## src/rtl/bcd_adder.sv

```systemverilog
// bcd_adder: packed-BCD adder with registered outputs.
//
// Adds two DIGITS-digit packed BCD operands plus a decimal carry-in, rippling
// the decimal carry from digit 0 upward. Any operand digit above 9 flags error
// and forces sum and carry to zero for that result.
//
// Ports:
//   clk        rising-edge clock
//   rst_n      asynchronous active-low reset; clears every stage
//   in_valid   one-cycle strobe; a, b, cin are sampled on that edge
//   a, b       addends, packed BCD, digit 0 in bits [3:0]
//   cin        decimal carry-in
//   sum        registered BCD sum
//   carry      registered carry-out of the top digit
//   error      registered invalid-digit flag
//   out_valid  one-cycle strobe marking a new sum/carry/error
//
// Build option: define BCD_ADDER_PIPE_EN to add a second register stage
// (latency two clocks instead of one, throughput unchanged).

module bcd_adder #(
   parameter int unsigned DIGITS = 1
) (
   input  logic                  clk,
   input  logic                  rst_n,
   input  logic                  in_valid,
   input  logic [4*DIGITS-1:0]   a,
   input  logic [4*DIGITS-1:0]   b,
   input  logic                  cin,
   output logic [4*DIGITS-1:0]   sum,
   output logic                  carry,
   output logic                  error,
   output logic                  out_valid
);

   localparam int unsigned W = 4 * DIGITS;

   logic [W-1:0] add_sum;
   logic         add_carry;
   logic         add_error;
   logic [4:0]   dig_t;
   logic         dig_c;

   // Ripple decimal adder with per-digit +6 correction.
   always_comb begin
      add_sum   = '0;
      add_error = 1'b0;
      dig_t     = '0;
      dig_c     = cin;
      for (int unsigned d = 0; d < DIGITS; d++) begin
         if (a[4*d +: 4] > 4'd9 || b[4*d +: 4] > 4'd9) begin
            add_error = 1'b1;
         end
         dig_t = {1'b0, a[4*d +: 4]} + {1'b0, b[4*d +: 4]} + {4'b0000, dig_c};
         if (dig_t > 5'd9) begin
            add_sum[4*d +: 4] = dig_t[3:0] + 4'd6;
            dig_c             = 1'b1;
         end else begin
            add_sum[4*d +: 4] = dig_t[3:0];
            dig_c             = 1'b0;
         end
      end
      add_carry = dig_c;
      // An invalid digit voids the whole result.
      if (add_error) begin
         add_sum   = '0;
         add_carry = 1'b0;
      end
   end

   // Stage 1: result registers; hold their value when no operation is sampled.
   logic [W-1:0] s1_sum_d, s1_sum_q;
   logic         s1_carry_d, s1_carry_q;
   logic         s1_error_d, s1_error_q;
   logic         s1_valid_d, s1_valid_q;

   always_comb begin
      s1_valid_d = in_valid;
      s1_sum_d   = s1_sum_q;
      s1_carry_d = s1_carry_q;
      s1_error_d = s1_error_q;
      if (in_valid) begin
         s1_sum_d   = add_sum;
         s1_carry_d = add_carry;
         s1_error_d = add_error;
      end
   end

   always_ff @(posedge clk or negedge rst_n) begin
      if (!rst_n) begin
         s1_sum_q   <= '0;
         s1_carry_q <= 1'b0;
         s1_error_q <= 1'b0;
         s1_valid_q <= 1'b0;
      end else begin
         s1_sum_q   <= s1_sum_d;
         s1_carry_q <= s1_carry_d;
         s1_error_q <= s1_error_d;
         s1_valid_q <= s1_valid_d;
      end
   end

`ifdef BCD_ADDER_PIPE_EN
   // Stage 2: copies stage 1 only when it holds a fresh result, so outputs
   // keep their last value between operations.
   logic [W-1:0] s2_sum_d, s2_sum_q;
   logic         s2_carry_d, s2_carry_q;
   logic         s2_error_d, s2_error_q;
   logic         s2_valid_d, s2_valid_q;

   always_comb begin
      s2_valid_d = s1_valid_q;
      s2_sum_d   = s2_sum_q;
      s2_carry_d = s2_carry_q;
      s2_error_d = s2_error_q;
      if (s1_valid_q) begin
         s2_sum_d   = s1_sum_q;
         s2_carry_d = s1_carry_q;
         s2_error_d = s1_error_q;
      end
   end

   always_ff @(posedge clk or negedge rst_n) begin
      if (!rst_n) begin
         s2_sum_q   <= '0;
         s2_carry_q <= 1'b0;
         s2_error_q <= 1'b0;
         s2_valid_q <= 1'b0;
      end else begin
         s2_sum_q   <= s2_sum_d;
         s2_carry_q <= s2_carry_d;
         s2_error_q <= s2_error_d;
         s2_valid_q <= s2_valid_d;
      end
   end

   assign sum       = s2_sum_q;
   assign carry     = s2_carry_q;
   assign error     = s2_error_q;
   assign out_valid = s2_valid_q;
`else
   assign sum       = s1_sum_q;
   assign carry     = s1_carry_q;
   assign error     = s1_error_q;
   assign out_valid = s1_valid_q;
`endif

endmodule

```

## config.mk

```make
export PLATFORM = sky130hd
export DESIGN_NAME = bcd_adder
export DESIGN_NICKNAME = d
export VERILOG_FILES = /design/src/rtl/bcd_adder.sv
export SDC_FILE = /design/constraint.sdc
export NUM_CORES = 1
export LEC_CHECK = 0
export BUFFER_PORTS_ARGS = -buffer_cell sky130_fd_sc_hd__buf_2
export CAP_MARGIN = 10
export CORE_AREA = 5 5 42 44
export DETAILED_ROUTE_END_ITERATION = 16
export DIE_AREA = 0 0 47 49
export GPL_TIMING_DRIVEN = 0
export PLACE_DENSITY = 0.64
export SLEW_MARGIN = 10
export SYNTH_ARGS = -nofsm -noshare
export SYNTH_HDL_FRONTEND = slang
export SYNTH_SLANG_ARGS = --single-unit
```

## constraint.sdc

```tcl
create_clock -name clk -period 1.3 [get_ports clk]
set_input_delay 0.13 -clock clk [delete_from_list [all_inputs] [get_ports clk]]
set_output_delay 0.13 -clock clk [all_outputs]
set_load 0.03 [all_outputs]
```

==> out/metrics.sh, run 1 <==
WL_PER_CELL_UM=13.28
PEAKVDDDROP_mV=0.4452
TIMING.HOLD.WORST.CLASS='in -> reg'
WORSTPATHBUFFERINVERTERCOUNT=3
IOS=19
SYNTH_FP_NETS=65
SYNTH_AREA_UM2=488.0
DIE_Y_UM=49
VIOLATIONS='setup timing'
DIE-AREA_UM2=2303
GRT_PASS1_VIAS=539
CRITICAL_PATH_REQUIRED_PS=1410
STD_CELL_ROWS=14
ANTENNA_VIOLATING_NETS_POST_ROUTE=0
NETS=98
CORE-AREA_UM2=1401
FLOW.AREA_GROWTH_FROM_SYNTHESIS_PCT=58.46
GRT-OVFL-TOTAL=0
CLOCK_TREE.HTREE_LEVEL_COUNT=1
SYNTHARSTFLOPSHARE=1.000
FINAL.PERIOD_UTILIZATION=1.665
DETAIL_ROUTE.WIRELENGTH_UM=1262
HOLD-PATH-ENDPOINT='out_valid'
MAIN_AREA_CONTRIBUTORS_AFTER_SYNTHESIS='dfrtp_1 (36%), ha_1 (10%), fa_1 (8.2%)'
SYNTH_COMPOUND_GATE_AREA_SHARE=0.2410
INSERTEDDIODECOUNT=0
POST_SYNTH_NUM_CELL_TYPES=21
DETAIL_ROUTE.DRC_VIOLATIONS=0
FRACTION_OF_LAYOUT_CELLS_WITH_A_SIZE_SUFFIX_ABOVE_1=0.5443
SYN_AVG_CELL_AREA_UM2=10.38
ACHIEVABLE-FREQUENCY_MHz=462.0
WORST-SLEW-PIN-TRANSITION_PS=279.0
SYNTH.FF_LATCH_COUNT=7
CRIT_PATH_MAX_INCR_DELAY_PS=560
TIMING.HOLD.WS_PS=91.42
GRT_START_MAX_NET_PINS=9
DRT_PASS1_ITERATIONS=4
WORST_CLOCK_SKEW_PS=0
WORST_HOLD_STARTPOINT='in_valid'
SETUP_REPAIR_AFTER_GLOBAL_ROUTING_MISSED_ITS_MARGIN='yes'
P_PER_AREA_nW_PER_UM2=1233
SYNTH_TOP_FAMILY_BY_AREA='compound AO/OA/AOI/OAI gates'
WORST_HOLD_PATH.NUM_CELLS=1
TRITONCTS='built'
SYNTH_FA_HA_AREA_FRAC=0.1846
RELATIVE_SLEW_SLACK=0.8140
WORSTREG2REGEND='error'
TIMING.MAX_CAP.VIOLATIONS=0
POSTSYNTHCELLCOUNT=47
FINAL_UTIL=0.5518
MOST_USED_CELL_ALONG_THE_CRITICAL_PATH='fa_2'
NUM-FILL-CELLS=132
STATUS='finished with violations'
CTS.ROOT.BUFFER_CELL='clkbuf_4'
YS.WARNINGS.COUNT=0
FINAL-MAX-SLEW-VIOLATION-COUNT=0
SETUP_SLACK_PS=-864.6
SETUP_VIOL_COUNT_FINAL=4
TIMING.FINAL.HOLD_VIOLATIONS=0
REG_TO_REG_SLACK_SETUP_PS=650
CTS-BUFFERS-INSERTED=3
PLACE.DETAILED.HPWL_UM=882.4
TOP_AREA_CELL_TYPE_SHARE_OF_THE_NETLIST_AREA=0.3590
LEAKAGE_nW=0.3927
CRITPATHKIND='in -> reg'
SYNTH_TOP_FLOP_CELL='dfrtp_1'
SYNTH_ENABLE_FLOP_CELLS=0
CTSLONGESTPATHBUFFERS=2
PORT_BUFFERS=18
INITIAL_ANTENNA_VIOLATION_COUNT=0
SYNTH_SIMPLE_GATE_AREA_FRAC=0.06667
CP_TOP_FAMILY='adder cells'
CLOCK_SINKS=7
GRT_PASS1_WL_UM=2014
WORSTREG2REGSTART='error'
DIEWIDTH_UM=47
SYNTH-SEQ-AREA-SHARE=0.3590
GRT_USE_TOTAL=0.1263
WORST_SKEW_PAIR.LATE_LATENCY_PS=250
SYNTH_MOST_COMMON_CELL='inv_1'
REG2REGPATHDEPTH=1
MUXSHAREOFSYNTHAREA=0.04359
YOSYS.AREA_SHARE.XOR_XNOR=0.03590
CP-END-KIND='flip-flop'
FINAL_PERIOD_MINUS_WORST_SETUP_SLACK_PS=2165
DETAILEDROUTE.FIRSTITERATIONVIOLATIONS=7
CRITPATHMAXFANOUT=2
WORST_PATH_MAX_DELAY_CELL='fa_2'
PLACE_CONGESTION=0.6969
VIAS_PER_CELL=5.137
VIA_COUNT=488
FLOORPLAN.INITIALDENSITY=0.3482
STARTPOINT_TYPE='input port'
LIST_OF_CELLS_TRAVERSED_BY_THE_CRITICAL_PATH='buf_6 > fa_2 > fa_2 > inv_2 > ha_4 > nor2b_4 > a31o_1 > o31ai_4 > buf_4 > xnor2_2 > o22ai_1'
SYNTH.TOP_CELLS.BY_COUNT='inv_1 (9), dfrtp_1 (7), o22ai_1 (5)'
CTS.CLK_SLEW.WORST_PATHS_PS=50
ARRIVAL_PS=2270
SYNTH_LARGEST_AREA_CELL='dfrtp_1'
## how the worst max path moves through the flow
stage          depth (start not counted)      to  startpoint
2_1_floorplan                          9  sum[2]         cin
3_3_place_gp                          10  sum[2]         cin
3_5_place_dp                          10  sum[2]         cin
4_1_cts                               10  sum[2]        a[0]
5_1_grt                               10  sum[2]        a[0]
6_report                              11  sum[1]        a[0]
## per-layer routing
metal  part of all wire  vias to the layer above  GRT usage
met5                  0                        -          0
met4              0.036                        0     0.1244
met3              0.074                        6    0.02214
met2               0.56                       23     0.2081
met1               0.33                      225     0.1194
li1                   -                      234          -
## layout make-up
type | count | area (um2) | share of cell area
Multi-Input combinational cell | 31 | 340.3 | 0.4401
Sequential cell | 7 | 175.2 | 0.2265
Timing Repair Buffer | 28 | 177.7 | 0.2298
Tap cell | 16 | 20.02 | 0.02589
Inverter | 9 | 33.78 | 0.04369
Clock buffer | 4 | 26.28 | 0.03398
## per-stage QoR
step                instance area (um2)  setup slack (ps)  TNS [ps]  total power, W  cells
finish                            773.2            -864.6     -3078       0.0009535     95
global placement                  626.9             -1281     -4138       0.0006256     81
detailed placement                626.9             -1302     -4166       0.0006376     81
global route                      773.2            -907.4     -3250        0.001023     95
floorplan                         516.7             -1063     -3300       0.0005394     47
CTS                               732.0            -829.7     -2835       0.0009080     91
## what timing repair did
item	CTS	global route
hold buffers	1	0
resized for setup	4	3
buffers inserted	5	4
setup endpoints to repair	4	4
cloned	0	0
endpoints found under the hold margin	7	0
pin swaps	4	0
## flip-flops by register name, indices dropped and copies added (netlist names)
register / flops
carry: 1
error: 1
out_valid: 1
sum: 4
## layout by cell type, fill, tap and decap left out, types with 2 or more instances in the layout
master	Yosys	final
buf_2	0	17
inv_1	9	8
buf_4	0	8
dfrtp_1	7	7
o22ai_1	5	4
ha_1	4	3
clkbuf_4	0	3
o21ai_0	2	2
nand3_1	2	2
a21oi_1	2	2
fa_2	0	2
buf_6	0	2
## power by group
group / switching (W) / internal, W / leakage, nW
Sequential: 0.0000130 / 0.000248 / 0.0885
Combinational: 0.000249 / 0.000251 / 0.289
Clock: 0.0000758 / 0.000117 / 0.0150
## kinds of logic (layout without fill, tap and decap cells)
kind of cell               Yosys count  count (layout)
AOI/OAI and AO/OA                   15              15
xor gates and xnor gates             2               2
adders and majority gates            6               6
buffers and inverters                9              41
DFF                                  7               7
muxes                                2               2
and+or+nand+nor                      6               6
Power figures use the tool's default switching activity.
==> run 2, diff against run 1 <==
--- a/config.mk
+++ b/config.mk
@@ -11,8 +11,9 @@
 export DETAILED_ROUTE_END_ITERATION = 16
 export DIE_AREA = 0 0 47 49
 export GPL_TIMING_DRIVEN = 0
-export PLACE_DENSITY = 0.64
+export PLACE_DENSITY_LB_ADDON = 0.2
 export SLEW_MARGIN = 10
 export SYNTH_ARGS = -nofsm -noshare
 export SYNTH_HDL_FRONTEND = slang
 export SYNTH_SLANG_ARGS = --single-unit
+export TNS_END_PERCENT = 30
==> run 2 against run 1 <==
Net effect: the flow still finishes with violations (setup timing); first-iteration DRC count shrank 100%; final area shrank 5.8%; sequential cell count is the same; sequential share of layout area grew 1.4 points; final cell count shrank 5.3%; power shrank 5.8%; largest cell class unchanged; highest routed layer unchanged.
==> out/metrics.sh, run 2 (synthesized netlist as in run 1, its figures left out) <==
DIE_Y_UM=49  # unchanged
NETS=93  # -5.1%
FINAL_PERIOD_MINUS_WORST_SETUP_SLACK_PS=2171  # +5.908 ps
FINAL-MAX-SLEW-VIOLATION-COUNT=0  # unchanged
FLOW.AREA_GROWTH_FROM_SYNTHESIS_PCT=49.23
PLACE.DETAILED.HPWL_UM=854.9  # -3.1%
LIST_OF_CELLS_TRAVERSED_BY_THE_CRITICAL_PATH='buf_6 > fa_2 > fa_2 > inv_2 > ha_4 > nor2b_1 > a31o_1 > o31ai_4 > mux2_4 > o22ai_2'
RELATIVE_SLEW_SLACK=0.8155  # +0.001550
STD_CELL_ROWS=14  # unchanged
ANTENNA_VIOLATING_NETS_POST_ROUTE=0  # unchanged
REG2REGPATHDEPTH=1  # unchanged
GRT_USE_TOTAL=0.1028  # -0.02349
CP_TOP_FAMILY='adder cells'
SETUP_REPAIR_AFTER_GLOBAL_ROUTING_MISSED_ITS_MARGIN='yes'
MOST_USED_CELL_ALONG_THE_CRITICAL_PATH='fa_2'
TRITONCTS='built'
WORSTPATHBUFFERINVERTERCOUNT=2  # -1
CRITICAL_PATH_REQUIRED_PS=1480  # +70 ps
CLOCK_TREE.HTREE_LEVEL_COUNT=1  # unchanged
WORST_HOLD_STARTPOINT='in_valid'
CTS.ROOT.BUFFER_CELL='clkbuf_4'
WORST_PATH_MAX_DELAY_CELL='fa_2'
CRIT_PATH_MAX_INCR_DELAY_PS=560  # about the same
LAYOUT.CELLS.MOST_COMMON='buf_2'
MULTI_INPUT_GATE_AREA_UM2=332.8  # -2.2%
CTS-BUFFERS-INSERTED=3  # unchanged
TIMING.FINAL.HOLD_VIOLATIONS=0  # unchanged
WORSTREG2REGSTART='error'
GRT_PASS1_VIAS=438  # -19%
IOS=19  # unchanged
VIAS_PER_CELL=4.900  # -4.6%
WORST_SKEW_PAIR.LATE_LATENCY_PS=250  # about the same
CTSLONGESTPATHBUFFERS=2  # unchanged
WORSTREG2REGEND='error'
DRT_PASS1_ITERATIONS=1  # -3
CP-END-KIND='flip-flop'
LAYOUT.CELLS.MOST_COMMON_LIST='buf_2 (17), inv_1 (8), dfrtp_1 (7)'
CLOCK_SINKS=7  # unchanged
P_PER_AREA_nW_PER_UM2=1234  # about the same
LARGEST_REGISTER_FFS=4  # unchanged
DIE-AREA_UM2=2303  # unchanged
INITIAL_ANTENNA_VIOLATION_COUNT=0  # unchanged
LEAKAGE_nW=0.3662  # -6.7%
WORST_CLOCK_SKEW_PS=0  # unchanged
PEAKVDDDROP_mV=0.3962  # -11%
ACHIEVABLE-FREQUENCY_MHz=460.7  # -0.27%
INSERTEDDIODECOUNT=0  # unchanged
HOLD-PATH-ENDPOINT='out_valid'
DETAIL_ROUTE.DRC_VIOLATIONS=0  # unchanged
LAYOUT.AREA.SEQ_UM2=175.2  # unchanged
GRT_START_MAX_NET_PINS=9  # unchanged
CORE-AREA_UM2=1401  # unchanged
FINAL_CELL_AREA_UM2=728.2  # -5.8%
TIMING.HOLD.WS_PS=83.06  # -8.359 ps
DPL_CELL_AREA_UM2=619.3  # -1.2%
POST-PLACE-WS_PS=-1332  # -29.57 ps
CRITPATHKIND='in -> reg'
FINAL.PERIOD_UTILIZATION=1.670  # +0.004545
REG_TO_REG_SLACK_SETUP_PS=620  # -30 ps
WORST_HOLD_PATH.NUM_CELLS=1  # unchanged
DIEWIDTH_UM=47  # unchanged
VIA_COUNT=441  # -9.6%
PORT_BUFFERS=18  # unchanged
CRITPATHMAXFANOUT=2  # unchanged
WORST-SLEW-PIN-TRANSITION_PS=276.7  # -2.325 ps
SETUP_VIOL_COUNT_FINAL=4  # unchanged
STATUS='finished with violations'
TIMING.MAX_CAP.VIOLATIONS=0  # unchanged
FRACTION_OF_LAYOUT_CELLS_WITH_A_SIZE_SUFFIX_ABOVE_1=0.5000  # -0.04430
NUM-FILL-CELLS=148  # +12%
DETAIL_ROUTE.WIRELENGTH_UM=1060  # -16%
ARRIVAL_PS=2350  # +80 ps
WL_PER_CELL_UM=11.78  # -11%
DETAILEDROUTE.FIRSTITERATIONVIOLATIONS=0  # -7
GRT-OVFL-TOTAL=0  # unchanged
PLACE_CONGESTION=0.6710  # -3.7%
SETUP_SLACK_PS=-870.6  # -5.908 ps
CTS.CLK_SLEW.WORST_PATHS_PS=50  # about the same
FLOORPLAN.INITIALDENSITY=0.3482  # unchanged
GRT_PASS1_WL_UM=1662  # -17%
STARTPOINT_TYPE='input port'
TIMING.HOLD.WORST.CLASS='in -> reg'
VIOLATIONS='setup timing'
TIMING.SETUP.TNS_PS=-2993  # +84.11 ps
[run 2: timing repair]
item                                    4_1_cts  5_1_grt
hold buffers                                  1        0
endpoints found under the setup margin        4        4
hold endpoints to repair                      7        0
pin swaps                                     3        1
setup buffers                                 4        0
gates resized for setup                       3        3
[run 2: metrics by stage]
stage                     utilization  instances  total power, W
after floorplan                     -         47       0.0005331
after global placement         0.4420         81       0.0006216
after detailed placement       0.4420         81       0.0006264
after CTS                      0.5036         90       0.0008761
after global routing           0.5196         90       0.0009516
final                          0.5196         90       0.0008986
[run 2: report_power, final]
part | internal, W | leakage (nW) | switching [W]
Combinational | 0.000214 | 0.263 | 0.000226
Clock | 0.000117 | 0.0150 | 0.0000800
Sequential | 0.000248 | 0.0885 | 0.0000133
Total | 0.000579 | 0.366 | 0.000320
[run 2: metal layers]
layer / part of all wire / GRT usage / vias up
met4: 0.041 / 0.1106 / 0
li1: - / - / 219
met5: 0 / 0 / -
met3: 0.057 / 0.01107 / 4
met2: 0.52 / 0.1652 / 17
met1: 0.38 / 0.1011 / 201
[run 2: how the worst max path moves through the flow]
stage,from,end,slack (ps),depth (start not counted)
floorplan,cin,sum[2],-1060,9
global placement,cin,sum[2],-1300,10
detailed placement,cin,sum[2],-1330,10
CTS,a[0],sum[2],-850,10
global route,a[0],sum[2],-920,10
finish,a[0],sum[2],-870,10
[run 2: cell type report]
cell class	instances	share of cell area
tap	16	0.02749
inverter	9	0.04639
clock buffer	4	0.03608
timing repair buffer	23	0.1924
multi-input combinational	31	0.4570
sequential	7	0.2405
==> run 3, diff against run 2 <==
--- a/config.mk
+++ b/config.mk
@@ -5,6 +5,7 @@
 export SDC_FILE = /design/constraint.sdc
 export NUM_CORES = 1
 export LEC_CHECK = 0
+export ABC_AREA = 1
 export BUFFER_PORTS_ARGS = -buffer_cell sky130_fd_sc_hd__buf_2
 export CAP_MARGIN = 10
 export CORE_AREA = 5 5 42 44
==> run 3 against run 2 <==
Net effect: the flow still finishes with violations (setup timing); final area is 6.2% higher; first-iteration DRC count is 3 higher; highest routed layer unchanged; combinational power is 9.3% lower.
==> out/metrics.sh, run 3 <==
SYNTH_ENABLE_FLOP_CELLS=0  # unchanged
CTS-BUFFERS-INSERTED=3  # unchanged
SETUP_REPAIR_AFTER_GLOBAL_ROUTING_MISSED_ITS_MARGIN='yes'
VIA_COUNT=535  # +21%
SYN_AVG_CELL_AREA_UM2=7.979  # -23%
FRACTION_OF_LAYOUT_CELLS_WITH_A_SIZE_SUFFIX_ABOVE_1=0.4490  # -0.05102
SYNTH.FF_LATCH_COUNT=7  # unchanged
WORST_CLOCK_SKEW_PS=0  # unchanged
WL_MET1_UM=478  # +18%
SYNTH-SEQ-AREA-SHARE=0.3182  # -0.04079
LEAKAGE_nW=0.4162  # +14%
RELATIVE_SLEW_SLACK=0.8241  # +0.008517
SYNTH.TOP_CELLS.BY_COUNT='nand2_1 (19), nand3_1 (10), dfrtp_1 (7)'
LAYOUT.CELLS.MOST_COMMON_LIST='nand2_1 (19), buf_2 (17), nand3_1 (9)'
ACHIEVABLE-FREQUENCY_MHz=553.8  # +20%
FLOW.AREA_GROWTH_FROM_SYNTHESIS_PCT=40.45
PLACE.DETAILED.HPWL_UM=954.1  # +12%
DRT_PASS1_ITERATIONS=4  # +3
CTS.ROOT.BUFFER_CELL='clkbuf_4'
DIEWIDTH_UM=47  # unchanged
STARTPOINT_TYPE='input port'
INSERTEDDIODECOUNT=0  # unchanged
VIAS_PER_CELL=4.693  # -4.2%
TRITONCTS='built'
SYNTHARSTFLOPSHARE=1.000  # unchanged
TOP_AREA_CELL_TYPE_SHARE_OF_THE_NETLIST_AREA=0.3182  # -0.04079
POSTSYNTHCELLCOUNT=69  # +47%
CRITPATHKIND='in -> reg'
DETAILEDROUTE.FIRSTITERATIONVIOLATIONS=3  # +3
NETS=117  # +26%
PORT_BUFFERS=18  # unchanged
INITIAL_ANTENNA_VIOLATION_COUNT=0  # unchanged
PEAKVDDDROP_mV=0.4063  # +2.5%
FINAL-MAX-SLEW-VIOLATION-COUNT=0  # unchanged
CTS.CLK_SLEW.WORST_PATHS_PS=50  # about the same
LAYOUT.CELLS.MOST_COMMON='nand2_1'
SYNTH_FP_NETS=87  # +34%
SETUP_VIOL_COUNT_FINAL=4  # unchanged
PLACE_CONGESTION=0.7173  # +6.9%
DETAIL_ROUTE.WIRELENGTH_UM=1319  # +24%
SYNTH_MOST_COMMON_CELL='nand2_1'
FINAL_PERIOD_MINUS_WORST_SETUP_SLACK_PS=1806  # -364.8 ps
SETUP_SLACK_PS=-505.8  # +364.8 ps
GRT_PASS1_VIAS=552  # +26%
POST-PLACE-WS_PS=-839.3  # +492.6 ps
WORST_SKEW_PAIR.LATE_LATENCY_PS=250  # about the same
DIE_Y_UM=49  # unchanged
CRITICAL_PATH_REQUIRED_PS=1440  # -40 ps
GRT_PASS1_WL_UM=2283  # +37%
DPL.CELL_COUNT=103  # +27%
CORE-AREA_UM2=1401  # unchanged
SYNTH_AREA_UM2=550.5  # +13%
POST_SYNTH_NUM_CELL_TYPES=18  # -14%
WORST-SLEW-PIN-TRANSITION_PS=263.1  # -13.63 ps
DETAIL_ROUTE.DRC_VIOLATIONS=0  # unchanged
IOS=19  # unchanged
CLOCK_TREE.HTREE_LEVEL_COUNT=1  # unchanged
CLOCK_SINKS=7  # unchanged
CP-END-KIND='flip-flop'
STD_CELL_ROWS=14  # unchanged
LARGEST_REGISTER_FFS=4  # unchanged
GRT-OVFL-TOTAL=0  # unchanged
GRT_START_MAX_NET_PINS=8  # -1
ARRIVAL_PS=1950  # -400 ps
DIE-AREA_UM2=2303  # unchanged
FINAL_CELL_COUNT_NO_FILL=114  # +27%
YS.WARNINGS.COUNT=0  # unchanged
GRT_USE_TOTAL=0.1408  # +0.03800
WL_PER_CELL_UM=11.57  # -1.8%
SYNTH_TOP_FLOP_CELL='dfrtp_1'
ANTENNA_VIOLATING_NETS_POST_ROUTE=0  # unchanged
CRITPATHMAXFANOUT=4  # +2
VIOLATIONS='setup timing'
P_PER_AREA_nW_PER_UM2=1106  # -10%
CTSLONGESTPATHBUFFERS=2  # unchanged
TIMING.FINAL.HOLD_VIOLATIONS=0  # unchanged
FLOORPLAN.INITIALDENSITY=0.3929  # +0.04464
STATUS='finished with violations'
TIMING.MAX_CAP.VIOLATIONS=0  # unchanged
MAIN_AREA_CONTRIBUTORS_AFTER_SYNTHESIS='dfrtp_1 (32%), nand2_1 (13%), ha_1 (9.1%)'
FINAL.PERIOD_UTILIZATION=1.389  # -0.2806
DETAILROUTE.WIRELENGTH.MET2_UM=733  # +34%
HIGHEST_METAL_LAYER_USED_BY_THE_DETAILED_ROUTER='met4'
MET3WIRELENGTH_UM=65  # +8.3%
TIMING.HOLD.WORST.CLASS='in -> reg'
SYNTH_LARGEST_AREA_CELL='dfrtp_1'
-- run 3: cell types whose count changed after synthesis, moves of 2 or more --
| cell | before | now |
|---|---|---|
| inv_1 | 9 | 6 |
| inv_2 | 0 | 2 |
| nand2_1 | 0 | 19 |
| nand2_2 | 0 | 4 |
| nand3_1 | 2 | 10 |
| nor2_1 | 1 | 5 |
| o21ai_0 | 2 | 0 |
| o22ai_1 | 5 | 0 |
| xnor2_1 | 2 | 0 |
-- run 3: path summary, 6_finish.rpt --
path,startpoint,endpoint,slack (ps),cells after the start
max,a[0],sum[3],-510,13
min reg2reg,sum[1],sum[1],480,2
min in group asynchronous,rst_n,out_valid,230,2
min,in_valid,out_valid,20,1
max reg2reg,sum[0],sum[0],590,1
max in group asynchronous,rst_n,carry,920,2
-- run 3: critical path, stage by stage --
cell and delay, ps:
buf_6 90, fa_2 400, fa_2 560, inv_2 50
ha_4 160, inv_2 60, nor2_2 30, a21oi_2 100
nand2_2 90, nand2_4 90, nand3_2 70, nand2_1 70
nand2_1 40
-- run 3: power by group --
group,internal [W],switching (W),leakage (nW)
logic,0.000164,0.000236,0.313
registers,0.000246,0.0000137,0.0881
clock network,0.000117,0.0000788,0.0150
total,0.000527,0.000328,0.416
-- run 3: routing by layer --
metal,up-vias,GRT usage
met4,0,0.09677
li1,281,-
met5,-,0
met1,236,0.1317
met3,5,0.02583
met2,13,0.2534
-- run 3: kinds of logic after synthesis --
kind of cell               after synthesis  synth area share
DFF                                      7            0.3182
AOI/OAI and AO/OA                        7            0.1068
buffers and inverters                    9           0.06136
adders and majority gates                6            0.1636
and+or+nand+nor                         40            0.3500
-- run 3: per-stage QoR --
stage               TNS (ps)  hold WS (ps)   power, W  instance area, um2  utilization
finish                 -1895         20.11  0.0008555               773.2       0.5518
CTS                    -1805         24.12  0.0008506               773.2       0.5518
detailed placement     -3243        -32.62  0.0005979               665.6       0.4750
floorplan              -2278        -165.6  0.0005082               555.5            -
global placement       -3186        -32.32  0.0005929               665.6       0.4750
global route           -2207         9.860  0.0009284               773.2       0.5518
-- run 3: repair_timing --
item,CTS,global route
buffers inserted,6,0
hold buffers,1,0
endpoints found under the setup margin,4,4
gates resized for setup,6,0
pin swaps,7,1
endpoints found under the hold margin,7,0
-- run 3: layout make-up --
| type | count | area [um2] |
|---|---|---|
| Multi-Input combinational cell | 53 | 366.6 |
| Clock buffer | 4 | 26.28 |
| Fill cell | 133 | 628.1 |
| Tap cell | 16 | 20.02 |
| Timing Repair Buffer | 25 | 151.4 |
| Sequential cell | 7 | 175.2 |
| Inverter | 9 | 33.78 |
